**config.mk**
```make
export PLATFORM = sky130hd
export DESIGN_NAME = cache_arbiter
export DESIGN_NICKNAME = d
export VERILOG_FILES = /design/src/rtl/cache_arb_pkg.sv /design/src/rtl/cache_arbiter.sv
export SDC_FILE = /design/constraint.sdc
export NUM_CORES = 1
export LEC_CHECK = 0
export ABC_CLOCK_PERIOD_IN_PS = 3200
export CORE_ASPECT_RATIO = 1.5
export CORE_MARGIN = 3
export CORE_UTILIZATION = 35
export DETAILED_ROUTE_END_ITERATION = 6
export GPL_TIMING_DRIVEN = 0
export HOLD_SLACK_MARGIN = 0.06
export PLACE_DENSITY = 0.69
export REMOVE_ABC_BUFFERS = 1
export SYNTH_ARGS = -nofsm -noshare
export SYNTH_HDL_FRONTEND = slang
export SYNTH_SLANG_ARGS = --single-unit
```
**constraint.sdc**
```tcl
create_clock -name clk -period 3.2 [get_ports clk]
set_input_delay 0.8 -clock clk [delete_from_list [all_inputs] [get_ports clk]]
set_output_delay 0.8 -clock clk [all_outputs]
set_load 0.01 [all_outputs]
```
**src/rtl/cache_arb_pkg.sv**
```systemverilog
// Shared definitions for the cache port arbiter: state encoding, default
// bus widths and the streak counter width.
package cache_arb_pkg;

  localparam int unsigned DEF_ADDR_W = 32;
  localparam int unsigned DEF_DATA_W = 32;
  localparam int unsigned STREAK_W   = 4;

  typedef enum logic [2:0] {
    IDLE   = 3'd0,
    BUSY_I = 3'd1,
    BUSY_D = 3'd2,
    ACK_I  = 3'd3,
    ACK_D  = 3'd4
  } arb_state_t;

endpackage

```
**src/rtl/cache_arbiter.sv**
```systemverilog
// Shares one cache port between instruction fetch and data access.
// Data has priority; a streak limit keeps a waiting fetch from starving.
module cache_arbiter
  import cache_arb_pkg::*;
#(
  parameter int unsigned ADDR_W       = DEF_ADDR_W,
  parameter int unsigned DATA_W       = DEF_DATA_W,
  parameter int unsigned MAX_D_STREAK = 4
) (
  input  logic              clk,
  input  logic              rstn,
  input  logic              i_req,
  input  logic [ADDR_W-1:0] i_addr,
  output logic              i_ack,
  output logic [DATA_W-1:0] i_rdata,
  input  logic              d_req,
  input  logic              d_we,
  input  logic [ADDR_W-1:0] d_addr,
  input  logic [DATA_W-1:0] d_wdata,
  output logic              d_ack,
  output logic [DATA_W-1:0] d_rdata,
  output logic [ADDR_W-1:0] addr_cache,
  output logic [DATA_W-1:0] wdata_cache,
  input  logic [DATA_W-1:0] rdata_cache,
  output logic              write_enable_cache,
  output logic              read_enable_cache,
  input  logic              miss_cache
);

  localparam logic [STREAK_W-1:0] STREAK_MAX = STREAK_W'(MAX_D_STREAK);

  arb_state_t          state, state_n;
  logic [STREAK_W-1:0] streak, streak_n;
  logic [ADDR_W-1:0]   addr_n;
  logic [DATA_W-1:0]   wdata_n, i_rdata_n, d_rdata_n;
  logic                we_n, re_n, i_ack_n, d_ack_n;
  logic                d_grant_c;

  // Data wins unless a waiting fetch has already been passed over MAX_D_STREAK times.
  assign d_grant_c = d_req && (!i_req || (streak < STREAK_MAX));

  // Next-state and next-register values; everything holds unless changed below.
  always_comb begin
    state_n   = state;
    streak_n  = streak;
    addr_n    = addr_cache;
    wdata_n   = wdata_cache;
    we_n      = write_enable_cache;
    re_n      = read_enable_cache;
    i_rdata_n = i_rdata;
    d_rdata_n = d_rdata;
    i_ack_n   = 1'b0;
    d_ack_n   = 1'b0;
    case (state)
      IDLE: begin
        if (d_grant_c) begin
          state_n = BUSY_D;
          addr_n  = d_addr;
          wdata_n = d_wdata;
          we_n    = d_we;
          re_n    = !d_we;
          if (!i_req)
            streak_n = '0;
          else if (streak < STREAK_MAX)
            streak_n = streak + STREAK_W'(1);
        end else if (i_req) begin
          state_n  = BUSY_I;
          addr_n   = i_addr;
          we_n     = 1'b0;
          re_n     = 1'b1;
          streak_n = '0;
        end
      end
      BUSY_I: begin
        if (!miss_cache) begin
          state_n   = ACK_I;
          i_rdata_n = rdata_cache;
          re_n      = 1'b0;
          i_ack_n   = 1'b1;
        end
      end
      BUSY_D: begin
        if (!miss_cache) begin
          state_n = ACK_D;
          if (!write_enable_cache)
            d_rdata_n = rdata_cache;
          re_n    = 1'b0;
          we_n    = 1'b0;
          d_ack_n = 1'b1;
        end
      end
      ACK_I, ACK_D: state_n = IDLE;
      default: begin
        state_n = IDLE;
        re_n    = 1'b0;
        we_n    = 1'b0;
      end
    endcase
  end

  // State, streak and all outputs registered; reset abandons any access silently.
  always_ff @(posedge clk) begin
    if (!rstn) begin
      state              <= IDLE;
      streak             <= '0;
      addr_cache         <= '0;
      wdata_cache        <= '0;
      write_enable_cache <= 1'b0;
      read_enable_cache  <= 1'b0;
      i_rdata            <= '0;
      d_rdata            <= '0;
      i_ack              <= 1'b0;
      d_ack              <= 1'b0;
    end else begin
      state              <= state_n;
      streak             <= streak_n;
      addr_cache         <= addr_n;
      wdata_cache        <= wdata_n;
      write_enable_cache <= we_n;
      read_enable_cache  <= re_n;
      i_rdata            <= i_rdata_n;
      d_rdata            <= d_rdata_n;
      i_ack              <= i_ack_n;
      d_ack              <= d_ack_n;
    end
  end

endmodule

```
==> After elaboration in Yosys (flattened, before gate mapping) <==
Cells that the tools add are included.
{ "totals": {"in_bits": 134, "reg_bits": 139, "wordCells": 63, "out_inout_bits": 132} }
{ "op_classes": {"mux": 19, "n_eq_ne": 9, "magnitude_cmp": 1, "reduce_logical": 19, "bitwise_logic": 4, "add_sub_neg": 1} }
{ "op_table": {"columns": ["cell", "n"], "rows": [
  ["32-bit two-way mux", 2],
  ["4-bit two-way mux", 4],
  ["3-bit AND reduction", 5],
  ["3-bit two-way mux", 4],
  ["2-bit AND reduction", 5],
  ["3-bit one-hot mux with 3 select lines", 1],
  ["3-bit by 2-bit == test with 1-bit output, second input constant", 2],
  ["1-bit two-way mux", 6],
  ["2-bit inequality test, second input constant", 3],
  ["1-bit one-hot mux with 3 select lines", 2],
  ["4-bit by 1-bit adder with 4-bit output, second input constant", 1],
  ["4-bit by 3-bit < comparator with 1-bit output, second input constant", 1],
  ["1-bit inverter", 4],
  ["2-bit OR reduction", 2],
  ["3-bit by 1-bit == test with 1-bit output, second input constant", 1],
  ["3-bit == test, second input constant", 1],
  ["3-bit zero test", 1],
  ["3-bit by 2-bit inequality test with 1-bit output, second input constant", 1],
  ["3-bit inequality test, second input constant", 1],
  ["3-bit OR reduction", 1],
  ["1-bit zero test", 2],
  ["2-bit nonzero test", 1],
  ["1-bit logical AND", 1],
  ["1-bit logical OR", 1]
]} }

==> Longest topological paths before layout <==
Gate-level depths: netlist (run 1).
{ "depth": {"word_depth": 5, "mapped_depth": 6, "depth_no_buf": 3} }

==> Worst setup path before layout (run 1) <==
No wires, ideal clock.
{ "synth_path": {"kind": "input-to-reg", "from": "in miss_cache", "to": "reg i_rdata[1]", "path_stages": 5, "path_buffers": 2, "required_ns": 3.068, "arrival_time_ns": 1.724, "setup_ns": 0.132, "setup_slack_ns": 1.343, "path_cell_list": "or4b_1 -> clkbuf_1 -> clkbuf_1 -> nand2_1 -> a21oi_1"} }
{ "synth_via": {"elab_chain_len": 2} }
{ "synth_lines": {"columns": ["element", "line", "text"], "rows": [
  ["start, declared", "cache_arbiter.sv:27", "input logic miss_cache"],
  ["1-bit inverter (no source line)", null, null],
  ["2-bit AND reduction (no source line)", null, null],
  ["end signal, assigned", "cache_arbiter.sv:121", "i_rdata <= i_rdata_n;"],
  ["end, declared", "cache_arbiter.sv:15", "output logic [DATA_W-1:0] i_rdata,"]
]} }
Every way passes these cells.
A chain may end at the register's enable or synchronous reset.

==> Final worst setup path (run 1) <==
{ "layout_path": {"from": "in i_req", "to": "reg addr_cache[0]"} }
{ "layout_via": {"elab_chain_len": 5, "word_cells_on_any_way": 6, "cone_classes": "mux (1); reduce/logical (5)"} }
{ "layout_lines": {"columns": ["element", "line", "text"], "rows": [
  ["start, declared", "cache_arbiter.sv:12", "input logic i_req,"],
  ["1-bit zero test", null, null],
  ["1-bit logical OR", "cache_arbiter.sv:40", "assign d_grant_c = d_req && (!i_req || (streak < STREAK_MAX));"],
  ["1-bit logical AND", "cache_arbiter.sv:40", null],
  ["2-bit nonzero test (no source line)", null, null],
  ["2-bit AND reduction (no source line)", null, null],
  ["end signal, assigned", "cache_arbiter.sv:117", "addr_cache <= addr_n;"],
  ["end, declared", "cache_arbiter.sv:22", "output logic [ADDR_W-1:0] addr_cache,"]
]} }
Several ways; a longest one is shown, not always the timed one.

==> results of run 1 <==
[report_power, final]
group / leakage, nW / switching, W / total [W] / internal, W
registers: 1.14 / 0.0000723 / 0.00193 / 0.00186
clock network: 0.269 / 0.000841 / 0.00186 / 0.00102
logic: 2.29 / 0.000431 / 0.000999 / 0.000567
total: 3.69 / 0.00134 / 0.00479 / 0.00344
[cell families after synthesis]
logic type      after synthesis  share of synthesized area, %
compound gates              207                          23.7
fa+ha+maj                     1                         0.215
buf+inv                      69                          4.86
flops                       139                          47.8
mux                          32                          5.50
simple gates                221                          17.9
[how the worst max path moves through the flow]
stage	from	depth (start not counted)	endpoint	slack, ps
after CTS	i_req	4	addr_cache[0]	510
final	i_req	4	addr_cache[0]	530
after global routing	i_req	4	addr_cache[8]	390
after detailed placement	i_req	4	addr_cache[18]	60
after global placement	rstn	3	read_enable_cache	-3040
after floorplan	miss_cache	3	d_rdata[0]	240
[Yosys cell counts]
cell         n
a2111oi_0    1
a211oi_1     1
a21boi_0    32
a21o_1      32
a21oi_1     67
and3_1      34
buf_2       19
clkbuf_1    48
dfxtp_1    139
ha_1         1
inv_1        1
inv_2        1
mux2i_1     32
nand2_1    131
nand2_4      1
nand2b_1     2
nand3_1     33
nand3_4      1
nand4_1      2
nor2_1       7
nor2b_1      1
nor3_4       1
nor3b_1      1
nor4b_2      1
nor4bb_1     1
o211ai_1     1
o21a_1       1
o21ai_0     35
o21ai_2      1
o22ai_1      2
o311a_1     32
o311ai_0     1
o32ai_1      1
or2_2        2
or3_1        1
or3b_1       1
or4b_1       1
[layer usage]
metal  global-route usage [%]  vias to the layer above
met1                     22.4                     2671
met4                     5.31                        0
met2                     34.1                      201
met3                     6.27                       14
li1                         -                     2823
met5                        0                        -
[metrics by stage]
stage	utilization, %	setup slack [ps]	power (W)
CTS	56.6	508	0.00486
finish	56.6	533	0.00479
detailed placement	53.3	62.5	0.00298
global placement	52.0	-3040	0.00293
global route	56.6	386	0.00503
floorplan	-	235	0.00237
[final cells by class]
cell class | count | area (um2)
Timing Repair Buffer | 275 | 2830
Fill cell | 1491 | 7050
Inverter | 2 | 7.51
Tap cell | 206 | 258
Sequential cell | 139 | 2780
Multi-Input combinational cell | 461 | 2780
Clock inverter | 15 | 126
Clock buffer | 17 | 425
[worst max-delay path, delay by kind of cell]
| family | cells | cell delay [ps] |
|---|---|---|
| AO/OA/AOI/OAI | 1 | 470 |
| buffers and inverters | 1 | 550 |
| AND/OR/NAND/NOR | 2 | 1110 |
[state kept, by name, summed over array words and instances, names as in the netlist]
name,count
d_rdata,32
wdata_cache,32
write_enable_cache,1
i_rdata,32
i_ack,1
addr_cache,32
d_ack,1
read_enable_cache,1
state,3
streak,4
==> flow_metrics.env, run 1 <==
export IMPL_outcome="completed"
export IMPL_final_cell_mix="clkdlybuf4s50_1, dfxtp_1, nand2_1"
export IMPL_reg2reg_from="state[0]"
export IMPL_cp_arrival_ps=2960
export IMPL_hp_start="i_rdata[21]"
export IMPL_reg2reg_slack_ps=1080
export IMPL_hpwl_um=12400
export IMPL_crit_type="in -> reg"
export IMPL_powerDensity_nw_per_um2=520
export IMPL_rows=57
export IMPL_hold_depth=2
export IMPL_reg2reg_to="i_rdata[25]"
export IMPL_post_cts_buffers=0
export IMPL_setup_viol=0
export IMPL_dr_max_layer_used="met4"
export IMPL_grt_pass1_wl_um=28900
export IMPL_grt_usage_pct=19.3
export IMPL_ys_ff_latch=139
export IMPL_core_area_um2=16300
export IMPL_drv_cap=0
export IMPL_post_cts_resized=0
export IMPL_peakVddDrop_mv=0.369
export IMPL_wl_met1_um=7290
export IMPL_path_cells="clkdlybuf4s50_1 -> or2_2 -> nand2_4 -> o311a_1"
export IMPL_finalNonFillerCells=1115
export IMPL_n_antenna_cell=0
export IMPL_grt_max_degree=86
export IMPL_port_buffers=265
export IMPL_syn_area_per_cell_um2=8.70
export IMPL_yosysTopAreaCellShare_pct=47.8
export IMPL_yosysSeqAreaShare_pct=47.8
export IMPL_gp_congestion=0.744
export IMPL_placed_cells=1083
export IMPL_max_stage_delay_ps=670
export IMPL_via_count=5709
export IMPL_met2WireLength_um=9350
export IMPL_synth_distinct_cells=37
export IMPL_viasPerCell=5.12
export IMPL_synth_warnings=0
export IMPL_finalCritPeriodShare_pct=83.4
export IMPL_antenna_left=0
export IMPL_slew_viol_final=0
export IMPL_hp_class="reg -> reg"
export IMPL_dieHeight_um=164
export IMPL_slowest_stage="or2_2"
export IMPL_grt_pass1_vias=5595
export IMPL_syn_area_um2=5820
export IMPL_worst_setup_path_start_kind="input pin"
export IMPL_synth_top_cell_by_area="dfxtp_1"
export IMPL_post_route_drc_count=0
export IMPL_fin_setup_tns_ps=0
export IMPL_synthTopCellsByArea="dfxtp_1, nand2_1, a21oi_1"
export IMPL_end_kind="register"
export IMPL_wl_per_cell_um=16.3
export IMPL_finClkSkew_ps=13.6
export IMPL_io_pins=266
export IMPL_cts_sinks=139
export IMPL_wl_um=18200
export IMPL_grt_setup_unrepaired="no"
export IMPL_worstMarginPinSlew_ps=1250
export IMPL_die_x_um=111
export IMPL_grt_antenna_before_repair=0
export IMPL_max_freq_ghz=0.375
export IMPL_clk_latency_ps=410
export IMPL_hold_ws_ps=453
export IMPL_min_to="i_rdata[21]"
export IMPL_layout_commonest_cell="clkdlybuf4s50_1"
export IMPL_cts_buffers=17
export IMPL_dr_wl_met3_um=1330
export IMPL_clkTransAtPathRegs_ps=60
export IMPL_start_util_pct=35.8
export IMPL_p_leak_nw=3.69
export IMPL_area_delta_synth_final_pct=58.2
export IMPL_grt_overflow=0
export IMPL_cp_required_ps=3490
export IMPL_die_area_um2=18200
export IMPL_finalHoldViolCount=0
export IMPL_worstPathMaxFanout=36
export IMPL_drt_iter0_drc=362
export IMPL_cts_hold_buf=0
export IMPL_final_nets=1031
export IMPL_place_area_um2=8660
export IMPL_dr_pass1_iters=4
export IMPL_slew_headroom_pct=16.5
export IMPL_layout_drive_gt1_share_pct=5.94
export IMPL_clockBufferDepth=2
export IMPL_period_needed_ps=2670
export IMPL_cts_tree="done"
export IMPL_synthCells=669
export IMPL_root_buffer="clkbuf_16"
export IMPL_htreeDepth=4
export IMPL_r2r_cells=3
export IMPL_stdcell_area_um2=9210
Power figures use the tool's default switching activity.
==> inputs of run 2 (changes only) <==
Settings changed: ABC_CLOCK_PERIOD_IN_PS 3200 to 2400, PLACE_DENSITY 0.69 to 0.72.
Clock period 3.2 ns to 2.4 ns, I/O delays scaled along.
==> flow_metrics.env, run 2 (synthesized netlist as in run 1, its figures left out) <==
export IMPL_outcome="completed"
export IMPL_power_share_clock_pct=40.4
export IMPL_end_kind="register"
export IMPL_sw_frac_of_total_pct=26.5
export IMPL_grt_antenna_before_repair=0
export IMPL_finClkSkew_ps=11.2
export IMPL_powerDensity_nw_per_um2=708
export IMPL_slowest_stage="or2_4"
export IMPL_grt_max_degree=75
export IMPL_layout_commonest_cell="clkdlybuf4s50_1"
export IMPL_wl_um=18100
export IMPL_drv_cap=0
export IMPL_slew_viol_final=0
export IMPL_finalNonFillerCells=1117
export IMPL_drt_iter0_drc=396
export IMPL_placed_cells=1082
export IMPL_regArea_um2=2780
export IMPL_die_area_um2=18200
export IMPL_io_pins=266
export IMPL_dr_pass1_iters=4
export IMPL_grt_overflow=0
export IMPL_dieHeight_um=164
export IMPL_worstMarginPinSlew_ps=1200
export IMPL_crit_type="in -> reg"
export IMPL_period_needed_ps=2250
export IMPL_clockBufferDepth=2
export IMPL_root_buffer="clkbuf_16"
export IMPL_cts_sinks=139
export IMPL_finalHoldViolCount=0
export IMPL_max_freq_ghz=0.445
export IMPL_cp_required_ps=2690
export IMPL_die_x_um=111
export IMPL_cts_buffers=17
export IMPL_num_fill_cells=1501
export IMPL_grt_pass1_wl_um=28600
export IMPL_area_delta_synth_final_pct=59.2
export IMPL_grt_usage_pct=19.2
export IMPL_hp_class="reg -> reg"
export IMPL_antenna_left=0
export IMPL_start_util_pct=35.8
export IMPL_setup_viol=0
export IMPL_stdcell_area_um2=9270
export IMPL_htreeDepth=4
export IMPL_worst_setup_path_start_kind="input pin"
export IMPL_via_count=5769
export IMPL_n_antenna_cell=0
export IMPL_port_buffers=265
export IMPL_clkTransAtPathRegs_ps=60
export IMPL_core_area_um2=16300
export IMPL_layout_drive_gt1_share_pct=6.37
export IMPL_rows=57
export IMPL_post_route_drc_count=0
export IMPL_finalCritPeriodShare_pct=93.6
export IMPL_combPwrFrac_pct=20.4
export IMPL_final_nets=1033
export IMPL_place_area_um2=8630
export IMPL_cpLargestDelayFamily="simple AND/OR/NAND/NOR gates"
export IMPL_final_core_util_pct=57.0
export IMPL_path_cells="buf_2 -> buf_12 -> or2_4 -> nand2_4 -> o311a_1"
export IMPL_final_cell_mix="clkdlybuf4s50_1, dfxtp_1, nand2_1"
export IMPL_cp_arrival_ps=2530
export IMPL_p_leak_nw=3.73
export IMPL_cts_tree="done"
export IMPL_wl_per_cell_um=16.2
export IMPL_slew_headroom_pct=20.2
export IMPL_viasPerCell=5.16
export IMPL_peakVddDrop_mv=0.367
export IMPL_seq_power_share_pct=39.2
export IMPL_gp_congestion=0.763
export IMPL_grt_setup_unrepaired="no"
export IMPL_max_stage_delay_ps=460
export IMPL_grt_pass1_vias=5540
export IMPL_cts_hold_buf=0
export IMPL_p_int_w=0.00483
export IMPL_clk_latency_ps=410
export IMPL_p_sw_w=0.00174
export IMPL_worstPathMaxFanout=44
export IMPL_hold_ws_ps=452
export IMPL_hpwl_um=12300
export IMPL_multi_input_area_um2=2780
export IMPL_cp_buffers_inverters=2
-- run 2: changes by cell type in the layout (fill, tap and decap cells not counted), sizes merged --
| cell | before | now |
|---|---|---|
| buf | 12 | 14 |
| bufinv | 0 | 2 |
| clkbuf | 17 | 18 |
| clkinv | 5 | 6 |
| clkinvlp | 2 | 0 |
| inv | 10 | 8 |
-- run 2: what timing repair did --
item | in CTS | in global routing
pin swaps | 1 | 0
gates cloned | 0 | 0
resized for setup | 1 | 2
setup endpoints to repair | 56 | 35
setup buffers | 3 | 0
-- run 2: metal layers --
layer / vias up / part of all wire [%] / wire length, um / track usage, %
met1: 2727 / 40 / 7300 / 22.2
met2: 196 / 52 / 9360 / 34.0
met5: - / 0 / 0 / 0
li1: 2826 / - / - / -
met3: 20 / 6.5 / 1170 / 5.86
met4: 0 / 1.7 / 314 / 5.81
-- run 2: worst reg2reg max path, cell delays in order, from the launching register on --
cell	delay [ps]
dfxtp_1	560
or4b_2	1020
nand2_1	190
a21oi_1	80
-- run 2: through the flow --
step | worst slack (ps) | power (W) | TNS, ps
after floorplan | -365 | 0.00317 | -11670
after global placement | -3510 | 0.00391 | -362370
after detailed placement | -666 | 0.00396 | -42170
after CTS | 42.6 | 0.00666 | 0
after global routing | 28.3 | 0.00686 | 0
final | 154 | 0.00656 | 0
-- run 2: area by class of cell --
cell class,count,area share [%]
Clock buffer,18,4.74
Clock inverter,14,1.71
Inverter,2,0.0810
Timing Repair Buffer,277,30.6
Multi-Input combinational cell,461,30.0
Tap cell,206,2.78
Sequential cell,139,30.0
-- run 2: final timing paths --
path,from,end,slack [ps],cells past startpoint
worst max-delay path,d_req,addr_cache[12],150,5
worst min-delay path,i_rdata[15],i_rdata[15],450,2
worst max register to register,state[0],i_rdata[18],380,3
worst min register to register,i_rdata[15],i_rdata[15],450,2
-- run 2: power by group through the flow --
stage / Combinational (W) / Sequential, W / Clock [W]
5_1_grt: 0.00145 / 0.00260 / 0.00281
6_report: 0.00134 / 0.00257 / 0.00265
2_1_floorplan: 0.000469 / 0.00270 / 0
3_3_place_gp: 0.00130 / 0.00262 / 0
3_5_place_dp: 0.00133 / 0.00262 / 0
4_1_cts: 0.00136 / 0.00258 / 0.00272
==> inputs of run 3 (changes only) <==
Settings changed: CAP_MARGIN set to 20, SLEW_MARGIN set to 20.
==> flow_metrics.env, run 3 (synthesized netlist as in run 1, its figures left out) <==
export IMPL_hold_depth=2
export IMPL_stdcell_area_um2=9200
export IMPL_place_area_um2=8650
export IMPL_post_cts_buffers=0
export IMPL_hpwl_um=12400
export IMPL_rows=57
export IMPL_grt_setup_unrepaired="no"
export IMPL_period_needed_ps=2250
export IMPL_hp_class="reg -> reg"
export IMPL_finalCritPeriodShare_pct=93.8
export IMPL_slew_headroom_pct=45.4
export IMPL_placed_cells=1084
export IMPL_grt_pass1_vias=5327
export IMPL_grt_pass1_wl_um=28400
export IMPL_reg2reg_from="state[2]"
export IMPL_viasPerCell=5.15
export IMPL_slowest_stage="or2_4"
export IMPL_r2r_cells=4
export IMPL_layout_commonest_cell="clkdlybuf4s50_1"
export IMPL_final_nets=1032
export IMPL_dr_pass1_iters=4
export IMPL_root_buffer="clkbuf_16"
export IMPL_dieHeight_um=164
export IMPL_n_antenna_cell=0
export IMPL_worstMarginPinSlew_ps=819
export IMPL_worst_setup_path_start_kind="input pin"
export IMPL_drv_cap=0
export IMPL_fin_ws_ps=148
export IMPL_via_count=5752
export IMPL_p_leak_nw=3.68
export IMPL_cts_sinks=139
export IMPL_clockBufferDepth=2
export IMPL_startpoint="d_req"
export IMPL_layout_drive_gt1_share_pct=6.04
export IMPL_worstPathMaxFanout=44
export IMPL_setup_viol=0
export IMPL_hold_ws_ps=451
export IMPL_post_route_drc_count=0
export IMPL_area_delta_synth_final_pct=58.1
export IMPL_final_cell_mix="clkdlybuf4s50_1, dfxtp_1, nand2_1"
export IMPL_max_stage_delay_ps=470
export IMPL_path_cells="buf_2 -> buf_12 -> or2_4 -> nand2_4 -> o311a_1"
export IMPL_crit_type="in -> reg"
export IMPL_outcome="completed"
export IMPL_port_buffers=265
export IMPL_reg2reg_slack_ps=220
export IMPL_hp_start="i_rdata[15]"
export IMPL_antenna_left=0
export IMPL_clkTransAtPathRegs_ps=60
export IMPL_htreeDepth=4
export IMPL_end_kind="register"
export IMPL_grt_max_degree=73
export IMPL_cp_required_ps=2690
export IMPL_finalNonFillerCells=1116
export IMPL_wl_um=18300
export IMPL_cts_hold_buf=0
export IMPL_post_cts_resized=1
export IMPL_powerDensity_nw_per_um2=691
export IMPL_start_util_pct=35.8
export IMPL_die_area_um2=18200
export IMPL_finClkSkew_ps=7.76
export IMPL_grt_overflow=0
export IMPL_clk_latency_ps=410
export IMPL_cts_tree="done"
export IMPL_grt_antenna_before_repair=0
export IMPL_max_freq_ghz=0.444
export IMPL_wl_per_cell_um=16.4
export IMPL_grt_usage_pct=19.2
export IMPL_core_area_um2=16300
export IMPL_io_pins=266
export IMPL_num_fill_cells=1489
export IMPL_cts_buffers=17
export IMPL_drt_iter0_drc=379
export IMPL_cp_arrival_ps=2550
export IMPL_slew_viol_final=0
export IMPL_finalHoldViolCount=0
export IMPL_gp_congestion=0.763
export IMPL_peakVddDrop_mv=0.377
export IMPL_reg2reg_to="wdata_cache[25]"
export IMPL_post_place_ws_ps=-661
export IMPL_critPathCapture="addr_cache[12]"
export IMPL_die_x_um=111
[run 3: cell count changes in the layout (fill, tap and decap cells not counted), sizes merged]
| cell | before | now |
|---|---|---|
| clkinvlp | 0 | 4 |
| clkbuf | 18 | 19 |
| inv | 8 | 4 |
| buf | 14 | 13 |
| bufinv | 2 | 1 |
[run 3: layout make-up]
type	count	area, um2	share of cell area [%]
clock buffer	19	433	4.70
clock inverter	13	121	1.32
inverter	2	10.0	0.109
multi-input combinational	461	2790	30.3
sequential	139	2780	30.2
tap	206	258	2.80
timing repair buffer	276	2810	30.5
[run 3: through the flow]
stage	util (%)	total power, W	setup TNS, ps
2_1_floorplan	-	0.00317	-11670
3_3_place_gp	52.0	0.00391	-362370
3_5_place_dp	53.2	0.00396	-40550
4_1_cts	56.6	0.00644	0
5_1_grt	56.6	0.00666	0
6_report	56.6	0.00636	0
[run 3: where the power goes]
part | internal (W) | switching (W)
Sequential | 0.00248 | 0.0000952
Combinational | 0.000741 | 0.000577
Clock | 0.00143 | 0.00103
Total | 0.00465 | 0.00171
[run 3: how the worst min path moves through the flow]
stage	endpoint
5_1_grt	i_rdata[1]
6_report	i_rdata[15]
4_1_cts	i_rdata[1]
3_5_place_dp	i_rdata[1]
3_3_place_gp	i_rdata[20]
2_1_floorplan	streak[1]
[run 3: worst max-delay path, delay by kind of cell]
| kind | cells | cell delay, ps |
|---|---|---|
| buffers and inverters | 2 | 610 |
| AO/OA/AOI/OAI | 1 | 460 |
| AND/OR/NAND/NOR | 2 | 840 |
[run 3: metal layers]
metal	part of all wire, %	GRT usage (%)	up-vias
li1	-	-	2824
met1	39	21.8	2694
met2	52	34.3	215
met3	6.8	6.23	19
met4	1.7	5.98	0
met5	0	0	-
